$ cat config.mk
export PLATFORM = sky130hd
export DESIGN_NAME = freq_counter
export DESIGN_NICKNAME = d
export VERILOG_FILES = /design/src/rtl/freq_counter.sv
export SDC_FILE = /design/constraint.sdc
export NUM_CORES = 1
export LEC_CHECK = 0
export CAP_MARGIN = 40
export CORE_MARGIN = 4
export CORE_UTILIZATION = 50
export CTS_BUF_LIST = sky130_fd_sc_hd__clkbuf_4 sky130_fd_sc_hd__clkbuf_8
export CTS_CLUSTER_DIAMETER = 100
export DETAILED_ROUTE_END_ITERATION = 12
export PLACE_DENSITY_LB_ADDON = 0.08
export SLEW_MARGIN = 10
export SYNTH_ARGS = -nofsm -noshare
export SYNTH_HDL_FRONTEND = slang
export SYNTH_SLANG_ARGS = --single-unit
$ cat constraint.sdc
create_clock -name clk -period 2.6 [get_ports clk]
set_input_delay 0.52 -clock clk [delete_from_list [all_inputs] [get_ports clk]]
set_output_delay 0.52 -clock clk [all_outputs]
set_load 0.005 [all_outputs]
$ cat src/rtl/freq_counter.sv
// Gated frequency counter: counts synchronized sig_in rises over GATE_CYCLES clk cycles.
// Define FREQ_COUNTER_OVF_EN for a saturating edge counter with a sticky overflow flag.
module freq_counter #(
  parameter int unsigned GATE_CYCLES = 50000000,
  parameter int unsigned CNT_W       = 32
) (
  input  logic             clk,
  input  logic             rst_n,
  input  logic             Fstart,
  output logic             Fbusy,
  input  logic             sig_in,
  output logic [CNT_W-1:0] freq,
  output logic             ovf
);

  // state | meaning
  // IDLE  | waiting for Fstart, last result held on freq/ovf
  // GATE  | counting rises for GATE_CYCLES cycles
  // DONE  | one cycle: publish result, drop Fbusy
  typedef enum logic [1:0] {IDLE, GATE, DONE} state_t;

  localparam logic [31:0] GATE_LAST = 32'(GATE_CYCLES - 1);

  state_t           state;
  logic             sync1, sync2, hist;
  logic             rise;
  logic [CNT_W-1:0] edge_cnt;
  logic [31:0]      gate_cnt;

  always_ff @(posedge clk or negedge rst_n) begin
    if (!rst_n) begin
      sync1 <= 1'b0;
      sync2 <= 1'b0;
      hist  <= 1'b0;
    end else begin
      sync1 <= sig_in;
      sync2 <= sync1;
      hist  <= sync2;
    end
  end

  assign rise = sync2 & ~hist;

`ifdef FREQ_COUNTER_OVF_EN
  localparam logic [CNT_W-1:0] CNT_MAX = '1;
  logic ovf_st;
`else
  assign ovf = 1'b0;
`endif

  always_ff @(posedge clk or negedge rst_n) begin
    if (!rst_n) begin
      state    <= IDLE;
      Fbusy    <= 1'b0;
      freq     <= '0;
      edge_cnt <= '0;
      gate_cnt <= '0;
`ifdef FREQ_COUNTER_OVF_EN
      ovf      <= 1'b0;
      ovf_st   <= 1'b0;
`endif
    end else begin
      case (state)
        IDLE: begin
          if (Fstart) begin
            state    <= GATE;
            Fbusy    <= 1'b1;
            edge_cnt <= '0;
            gate_cnt <= '0;
`ifdef FREQ_COUNTER_OVF_EN
            ovf_st   <= 1'b0;
`endif
          end
        end
        GATE: begin
          gate_cnt <= gate_cnt + 32'd1;
          if (rise) begin
`ifdef FREQ_COUNTER_OVF_EN
            // saturate and remember that at least one rise was lost
            if (edge_cnt == CNT_MAX) ovf_st <= 1'b1;
            else                     edge_cnt <= edge_cnt + CNT_W'(1);
`else
            edge_cnt <= edge_cnt + CNT_W'(1);
`endif
          end
          if (gate_cnt == GATE_LAST) state <= DONE;
        end
        DONE: begin
          freq  <= edge_cnt;
`ifdef FREQ_COUNTER_OVF_EN
          ovf   <= ovf_st;
`endif
          Fbusy <= 1'b0;
          state <= IDLE;
        end
        default: state <= IDLE;
      endcase
    end
  end

endmodule
# Word-level counts from Yosys, hierarchy flattened
# Cells that the tools add are included.
[word_totals] ff_bits=102 in_bits=4 word_cells=34 out_inout_bits=34
[classes] eq_ne=6 reduce_logical=7 bitwise_logic=2 addsub=2 n_mux=9
[op_table] operator="$pmux W32 S2" n=2
[op_table] operator="$add A32 B1 Y32 const B" n=2
[op_table] operator="$mux W32" n=2
[op_table] operator="$eq A32 B26 Y1 const B" n=1
[op_table] operator="$ne A2 B2 Y1 const B" n=3
[op_table] operator="$reduce_and A2 Y1" n=3
[op_table] operator="$mux W2" n=2
[op_table] operator="$pmux W2 S2" n=1
[op_table] operator="$reduce_bool A2 Y1" n=2
[op_table] operator="$reduce_and A3 Y1" n=1
[op_table] operator="$eq A2 B1 Y1 const B" n=1
[op_table] operator="$eq A2 B2 Y1 const B" n=1
[op_table] operator="$logic_not A2 Y1" n=1
[op_table] operator="$pmux W1 S2" n=1
[op_table] operator="$and A1 B1 Y1" n=1
[op_table] operator="$mux W1" n=1
[op_table] operator="$not A1 Y1" n=1

# Depth between registers and ports, before layout
# Gate-level depths: netlist of the first run.
[logic_depth] ltp_word=4 ltp_mapped=8 depth_no_buf=5

# Worst setup path before layout of the first run
# OpenSTA, ideal clock, no wires.
[synth_timing] kind="reg-to-reg" start="reg state[1]" end="reg edge_cnt[26]" stages_incl_launch_ff=5 path_slack_ns=0.594 arrival_ns=1.927 required_ns=2.521 path_cell_list="dfrtp_1 -> nand3b_1 -> or4_2 -> nor4_1 -> mux2i_1"
[synth_between] elab_chain_cells=3 elab_cells_between_ends=7
[synth_lines] item="from (decl)" line_no="24" text="state_t state;"
[synth_lines] item="from (signal assigned)" line_no="53" text="state <= IDLE;"
[synth_lines] item="from (signal assigned)" line_no="66" text="state <= GATE;"
[synth_lines] item="from (signal assigned)" line_no="86" text="if (gate_cnt == GATE_LAST) state <= DONE;"
[synth_lines] item="$eq A2 B1 Y1 / $logic_not A2 Y1 (equally long branches)" line_no="63" text="case (state)"
[synth_lines] item="$ne A2 B2 Y1 (no line) / $reduce_bool A2 Y1 (equally long branches)"
[synth_lines] item="$reduce_and A3 Y1 (no line)"
[synth_lines] item="to (signal assigned)" line_no="83" text="edge_cnt <= edge_cnt + CNT_W'(1);"
[synth_lines] item="to (decl)" line_no="27" text="logic [CNT_W-1:0] edge_cnt;"
# Parallel ways exist; a longest one is shown, timed or not.
# A chain may end at the register's enable or synchronous reset.

# Final worst setup path of the first run
[layout_timing] start="reg edge_cnt[9]" end="reg edge_cnt[25]"
[layout_between] elab_chain_cells=3
[layout_lines] item="$add A32 B1 Y32" line_no="83"
[layout_lines] item="$mux W32" line_no="77" text="if (rise) begin"
[layout_lines] item="$pmux W32 S2" line_no="63"
# Every way passes these cells. The select of a mux whose other input is x is not followed.

==> metrics.csv, run 1 <==
stage;metric;value;unit
sta;worst-case clock skew;8.97;ps
drt;antenna viol nets, final;0;
synth;Synth area leaders;dfrtp_1 53%, mux2_2 6.5%, mux2i_1 6.2%;
clock_tree;TritonCTS Buffers;9;
die;die area;0.0114;mm2
sta;fmax;0.463;GHz
die;die width;107;um
clock_tree;Clock Path Buffers;2;
sta;Hold Fails Final Rpt;0;
power;maximum VDD drop;0.269;mV
global_routing;initial antenna violation count;0;
synth;Synth async-reset ratio;1.00;
worst_setup_path;startpoint types;flip-flop;
placed_design;setup slack at placement;232;ps
sta;Final Max Tran Viols;0;
sta;final cycle utilization of the critical path;0.831;
die;Core Rows;35;
sta;Slew headroom;0.436;
synth;Yosys reg bits;102;
synth;EDFF count, synth;0;
layout;Antenna Diode Count;0;
synth;Post-Synthesis Net Count;460;
die;Initial Util;0.521;
drt;First-pass DRT Iterations;5;
drt;vias per cell;5.71;
synth;syn_area_per_cell;10.7;um2
drt;drt wl/cell;15.5;um
synth;Netlist cell types;49;
layout;Multi-input gate area;0.00215;mm2
status;status;completed;
worst_setup_path;Crit. End Element;flip-flop;
global_routing;GR Overflow Total;0;
drt;vias;3566;
clock_tree;clock sink count;102;
power;P_leak;2.49;nW
layout;commonest cells after routing, fill and taps aside;102 x dfrtp_1, 57 x nand2_1, 35 x clkdlybuf4s50_1;
drt;DRC;0;
layout;sequential cell area;0.00255;mm2
clock_tree;clk slew on worst S/H paths;90;ps
layout;Area Growth Syn to Fin;15.4;%
synth;area fraction of the dominant cell type after synthesis;0.526;
layout;share of cells above drive strength 1;0.141;
die;IO Pins;38;
power;pwr dens;545;mW/mm2
layout;commonest non-fill, non-tap cell in the layout;dfrtp_1;
layout;fillers;806;
sta;# setup viols final;0;
clock_tree;CTS H-tree lvls;3;
clock_tree;Clock Latency Late Sink;350;ps
worst_setup_path;CP arrival;2440;ps
clock_tree;post-cts repair resize count;0;
placed_design;Final Wtd Congestion;0.825;
clock_tree;post-CTS setup buffers;0;
synth;Top FF cell, synth;dfrtp_1;
layout;design area;0.00560;mm2
global_routing;GR Util All Layers;0.185;
drt;Initial DRC Count;199;
synth;leading area contributor after synthesis;dfrtp_1;
synth;Post-Syn Instances;454;
worst_setup_path;critical path required time;2880;ps
sta;RSZ-0062 raised after global routing;no;
sta;final worst slack;440;ps
placed_design;placed inst area;0.00539;mm2
layout;Core Util, Final;0.601;
global_routing;vias in the first global route;3501;
layout;nets;499;
clock_tree;CTS root buffer;clkbuf_8;
global_routing;first-pass GRT wire length;17300;um
clock_tree;CTS Hold Bufs;0;
die;Core Footprint;0.00933;mm2
clock_tree;CTS tree;yes;
flow_run;max_cap viols;0;
synth;register area share after synthesis;0.526;
placed_design;Port Buf Inserts;36;
global_routing;pin count of the biggest net entering global routing;49;
worst_setup_path;crit path kind;flip-flop to flip-flop;
synth;synth warn;0;
die;Die Ht;107;um
worst_setup_path;worst-path fanout max;12;
sta;post-route minimum period;2160;ps
sta;Sum Neg Setup Slack;0;ps
placed_design;Final HPWL DP;6760;um
worst_hold_path;hold crit path type;primary input to asynchronous set/reset pin;
drt;Total Routed Length;9700;um
sta;worst slew pin tran;846;ps
synth;Mapped Area;0.00486;mm2
-- critical path: stages (launching register included) --
cell,delay (ps)
dfrtp_1,480
nand4_2,190
or4_1,740
or4_1,530
a21oi_1,150
-- metrics by stage --
step | hold WS, ps | instances | power (W)
2_1_floorplan | 224 | 454 | 0.00190
3_3_place_gp | 333 | 611 | 0.00200
3_5_place_dp | 338 | 611 | 0.00202
4_1_cts | 36.6 | 625 | 0.00309
5_1_grt | 49.1 | 625 | 0.00319
6_report | 47.7 | 625 | 0.00305
-- area by class of cell --
type / count / area share
flip-flops and latches: 102 / 0.456
multi-input cells: 321 / 0.384
repair buffers: 51 / 0.0884
well taps: 129 / 0.0288
clock buffers: 10 / 0.0246
clock inverters: 4 / 0.0130
inverters: 8 / 0.00536
-- path summary, 6_finish.rpt --
check / slack (ps) / endpoint / cells after the start / from
setup / recovery: 440 / edge_cnt[25] / 4 / edge_cnt[9]
hold / removal: 50 / edge_cnt[21] / 1 / rst_n
setup reg to reg: 440 / edge_cnt[25] / 4 / edge_cnt[9]
hold reg to reg: 360 / sync2 / 0 / sync1
max in group asynchronous: 1810 / freq[10] / 2 / rst_n
min in group clk: 360 / sync2 / 0 / sync1
-- cell families (layout without fill, tap and decap cells) --
kind of cell / after synthesis / after routing / synth area share
buffers and inverters: 31 / 73 / 0.0325
XOR/XNOR: 7 / 7 / 0.0126
AO/OA/AOI/OAI: 64 / 64 / 0.0861
adder cells (fa/ha/maj): 2 / 2 / 0.00515
multiplexers: 58 / 58 / 0.127
other: 1 / 1 / 0.000772
flip-flops: 102 / 102 / 0.526
AND/OR/NAND/NOR: 189 / 189 / 0.211
-- metal layers --
metal | GRT usage | vias to the layer above | wire length (um)
met5 | 0 | - | 0
met4 | 0.0557 | 0 | 108
met3 | 0.0267 | 9 | 396
met2 | 0.281 | 64 | 4260
met1 | 0.276 | 1745 | 4940
li1 | - | 1748 | -
-- cells in the mapped netlist, types with 2 or more instances --
master	number
ha_1	2
xnor2_1	5
o41ai_1	2
mux2i_1	30
buf_6	4
a211oi_1	3
xor2_1	2
or2_2	6
nor3_1	6
o31ai_1	16
inv_1	8
nor2b_1	2
nor4b_1	3
nand3_1	29
nand4_1	17
nand3b_1	4
or4_1	15
nor4_1	10
and4_1	4
nand2b_1	4
a211o_1	3
and3_1	5
o21ai_0	14
and2_1	2
buf_4	2
nand2_1	57
a21oi_1	16
clkbuf_1	13
a22o_1	2
or3_1	2
a2111oi_0	2
nor2_1	16
buf_2	3
dfrtp_1	102
o311ai_0	2
mux2_2	28
-- where the power goes --
part	leakage (nW)	internal, W	total (W)	switching (W)
clock	0.104	0.000557	0.00107	0.000513
combinational	1.18	0.0000976	0.000230	0.000133
sequential	1.21	0.00166	0.00175	0.0000944
-- registers in the layout (all words and copies together), names as in the netlist --
name / count
hist: 1
edge_cnt: 32
freq: 32
sync2: 1
gate_cnt: 32
sync1: 1
state: 2
Fbusy: 1
(Power assumes the default switching activity.)
==> run 2: changes to the inputs <==
==> constraint.sdc (replaced) <==
create_clock -name clk -period 1.8 [get_ports clk]
set_input_delay 0.36 -clock clk [delete_from_list [all_inputs] [get_ports clk]]
set_output_delay 0.36 -clock clk [all_outputs]
set_load 0.005 [all_outputs]
==> run 2 against run 1 <==
  * The run now ends with negative setup slack left
  * First-iteration DRC count fell by 37%
  * Combinational power rose by 140%
  * Register-to-register slack got worse by 540 ps
  * Total power rose by 44%
  * Cell count rose by 8.8%
  * Critical endpoint unchanged
  * Highest routed layer unchanged
==> metrics.csv, run 2 (synthesis gave the netlist of run 1 again) <==
stage;metric;value;unit;change
status;status;complete, but fails checks;;
worst_setup_path;startpoint types;flip-flop;;
global_routing;initial antenna violation count;0;;unchanged
global_routing;vias in the first global route;3682;;+5.2%
global_routing;pin count of the biggest net entering global routing;39;;-20%
global_routing;GR Util All Layers;0.196;;+0.0105
drt;routed metal-1 wire length;5040;um;+2.2%
drt;met3 WL;352;um;-11%
layout;sequential cell area;0.00256;mm2;+0.15%
layout;nets;552;;+11%
drt;antenna viol nets, final;0;;unchanged
die;die width;107;um;unchanged
drt;First-pass DRT Iterations;4;;-1
sta;worst-case clock skew;13.7;ps;+4.77 ps
sta;post-route minimum period;1900;ps;-259 ps
layout;share of cells above drive strength 1;0.279;;+0.138
sta;final worst slack;-100;ps;-541 ps
placed_design;Final Wtd Congestion;0.786;;-4.7%
layout;Regs by FF count;edge_cnt (32), freq (32), gate_cnt (32);;
drt;metal2 WL;4950;um;+16%
die;Initial Util;0.521;;unchanged
layout;Area Growth Syn to Fin;27.9;%;
sta;Final Max Tran Viols;0;;unchanged
die;IO Pins;38;;unchanged
worst_setup_path;CP arrival;2180;ps;-260 ps
sta;final cycle utilization of the critical path;1.06;;+0.225
flow_run;max_cap viols;0;;unchanged
worst_setup_path;crit path buf inv count;0;;unchanged
drt;Initial DRC Count;125;;-37%
sta;hold slack;366;ps;+318 ps
worst_setup_path;CP peak stage delay;590;ps;-150 ps
placed_design;Port Buf Inserts;36;;unchanged
drt;highest layer used for signal routing;met4;;
drt;DRC;0;;unchanged
die;Core Rows;35;;unchanged
die;die area;0.0114;mm2;unchanged
sta;fmax;0.526;GHz;+14%
layout;Core Util, Final;0.666;;+0.0653
clock_tree;CTS root buffer;clkbuf_8;;
placed_design;Final HPWL DP;7350;um;+8.8%
power;pwr dens;706;mW/mm2;+30%
layout;commonest non-fill, non-tap cell in the layout;dfrtp_1;;
worst_setup_path;Crit path max-delay family;simple AND/OR/NAND/NOR gates;;
global_routing;first-pass GRT wire length;18000;um;+4.2%
sta;RSZ-0062 raised after global routing;yes;;
layout;commonest cells after routing, fill and taps aside;99 x dfrtp_1, 60 x buf_4, 57 x nand2_1;;
global_routing;GR Overflow Total;0;;unchanged
clock_tree;Clock Path Buffers;2;;unchanged
clock_tree;TritonCTS Buffers;9;;unchanged
drt;drt wl/cell;15.4;um;-0.79%
sta;Sum Neg Setup Slack;-217;ps;-217 ps
worst_setup_path;crit-path cells;nand4_4 -> or4_4 -> or4_1 -> a21oi_1;;
layout;Multi-input gate area;0.00238;mm2;+10%
sta;Hold Fails Final Rpt;0;;unchanged
power;P_leak;2.84;nW;+14%
layout;Final Instance Count excl. Fillers;680;;+8.8%
worst_setup_path;CP max-delay cell;or4_4;;
worst_setup_path;Crit. End Element;flip-flop;;
clock_tree;clk slew on worst S/H paths;100;ps;about the same
placed_design;setup slack at placement;-408;ps;-640 ps
drt;Total Routed Length;10500;um;+7.9%
clock_tree;CTS H-tree lvls;3;;unchanged
layout;Antenna Diode Count;0;;unchanged
sta;# setup viols final;7;;+7
die;Core Footprint;0.00933;mm2;unchanged
placed_design;DP Cell Count;656;;+7.4%
worst_hold_path;hold crit path type;flip-flop to flip-flop;;
layout;fillers;771;;-4.3%
status;violated checks;negative setup slack;;
clock_tree;Clock Latency Late Sink;360;ps;about the same
worst_setup_path;crit path kind;flip-flop to flip-flop;;
drt;vias;3774;;+5.8%
power;maximum VDD drop;0.501;mV;+86%
worst_setup_path;worst-path fanout max;6;;-6
drt;vias per cell;5.55;;-2.7%
die;Die Ht;107;um;unchanged
worst_setup_path;critical path required time;2080;ps;-800 ps
clock_tree;clock sink count;102;;unchanged
clock_tree;CTS tree;yes;;
[run 2: cell types whose count changed in the layout (fill, tap and decap cells not counted), sizes merged]
cell	delta
buf	+50
bufinv	-2
clkinv	+2
or4	+2
clkbuf	+1
dlygate4sd3	+1
inv	+1
[run 2: worst paths after layout]
check | startpoint | end | slack [ps] | cells after the start
worst max-delay path | edge_cnt[11] | edge_cnt[25] | -100 | 4
worst min-delay path | sync1 | sync2 | 370 | 0
worst max register to register | edge_cnt[11] | edge_cnt[25] | -100 | 4
worst min register to register | sync1 | sync2 | 370 | 0
max in group asynchronous | rst_n | gate_cnt[23] | 740 | 3
min in group asynchronous | rst_n | freq[13] | 490 | 2
[run 2: final cells by class]
type | count | share of cell area
Clock inverter | 5 | 0.00564
Clock buffer | 11 | 0.0224
Multi-Input combinational cell | 323 | 0.383
Tap cell | 129 | 0.0260
Inverter | 8 | 0.00483
Sequential cell | 102 | 0.411
Timing Repair Buffer | 102 | 0.147
[run 2: worst register-to-register path: stages (launching register included)]
cell and delay, ps:
dfrtp_1 410, nand4_4 160, or4_4 590, or4_1 490, a21oi_1 170
[run 2: stage by stage]
step,instance area [um2],total power [W]
final,6210,0.00439
after global routing,6210,0.00461
after CTS,6130,0.00440
after detailed placement,5870,0.00306
after global placement,5870,0.00305
after floorplan,4990,0.00278
[run 2: what timing repair did]
| action | in CTS | in global routing |
|---|---|---|
| resized for setup | 10 | 19 |
| endpoints found under the setup margin | 18 | 24 |
| gates cloned | 2 | 0 |
| pin swaps | 6 | 3 |
| buffers inserted | 3 | 2 |
| endpoints found under the hold margin | 32 | 0 |
| hold buffers | 1 | 0 |
[run 2: per-layer routing]
metal	GRT usage	up-vias
met5	0	-
met4	0.0539	0
met3	0.0383	12
met2	0.320	55
met1	0.267	1837
li1	-	1870
[run 2: power breakdown]
part           total (W)  leakage, nW  internal, W  switching (W)
clock            0.00131       0.0905     0.000538       0.000776
combinational   0.000563         1.55     0.000276       0.000287
sequential       0.00251         1.20      0.00240       0.000109
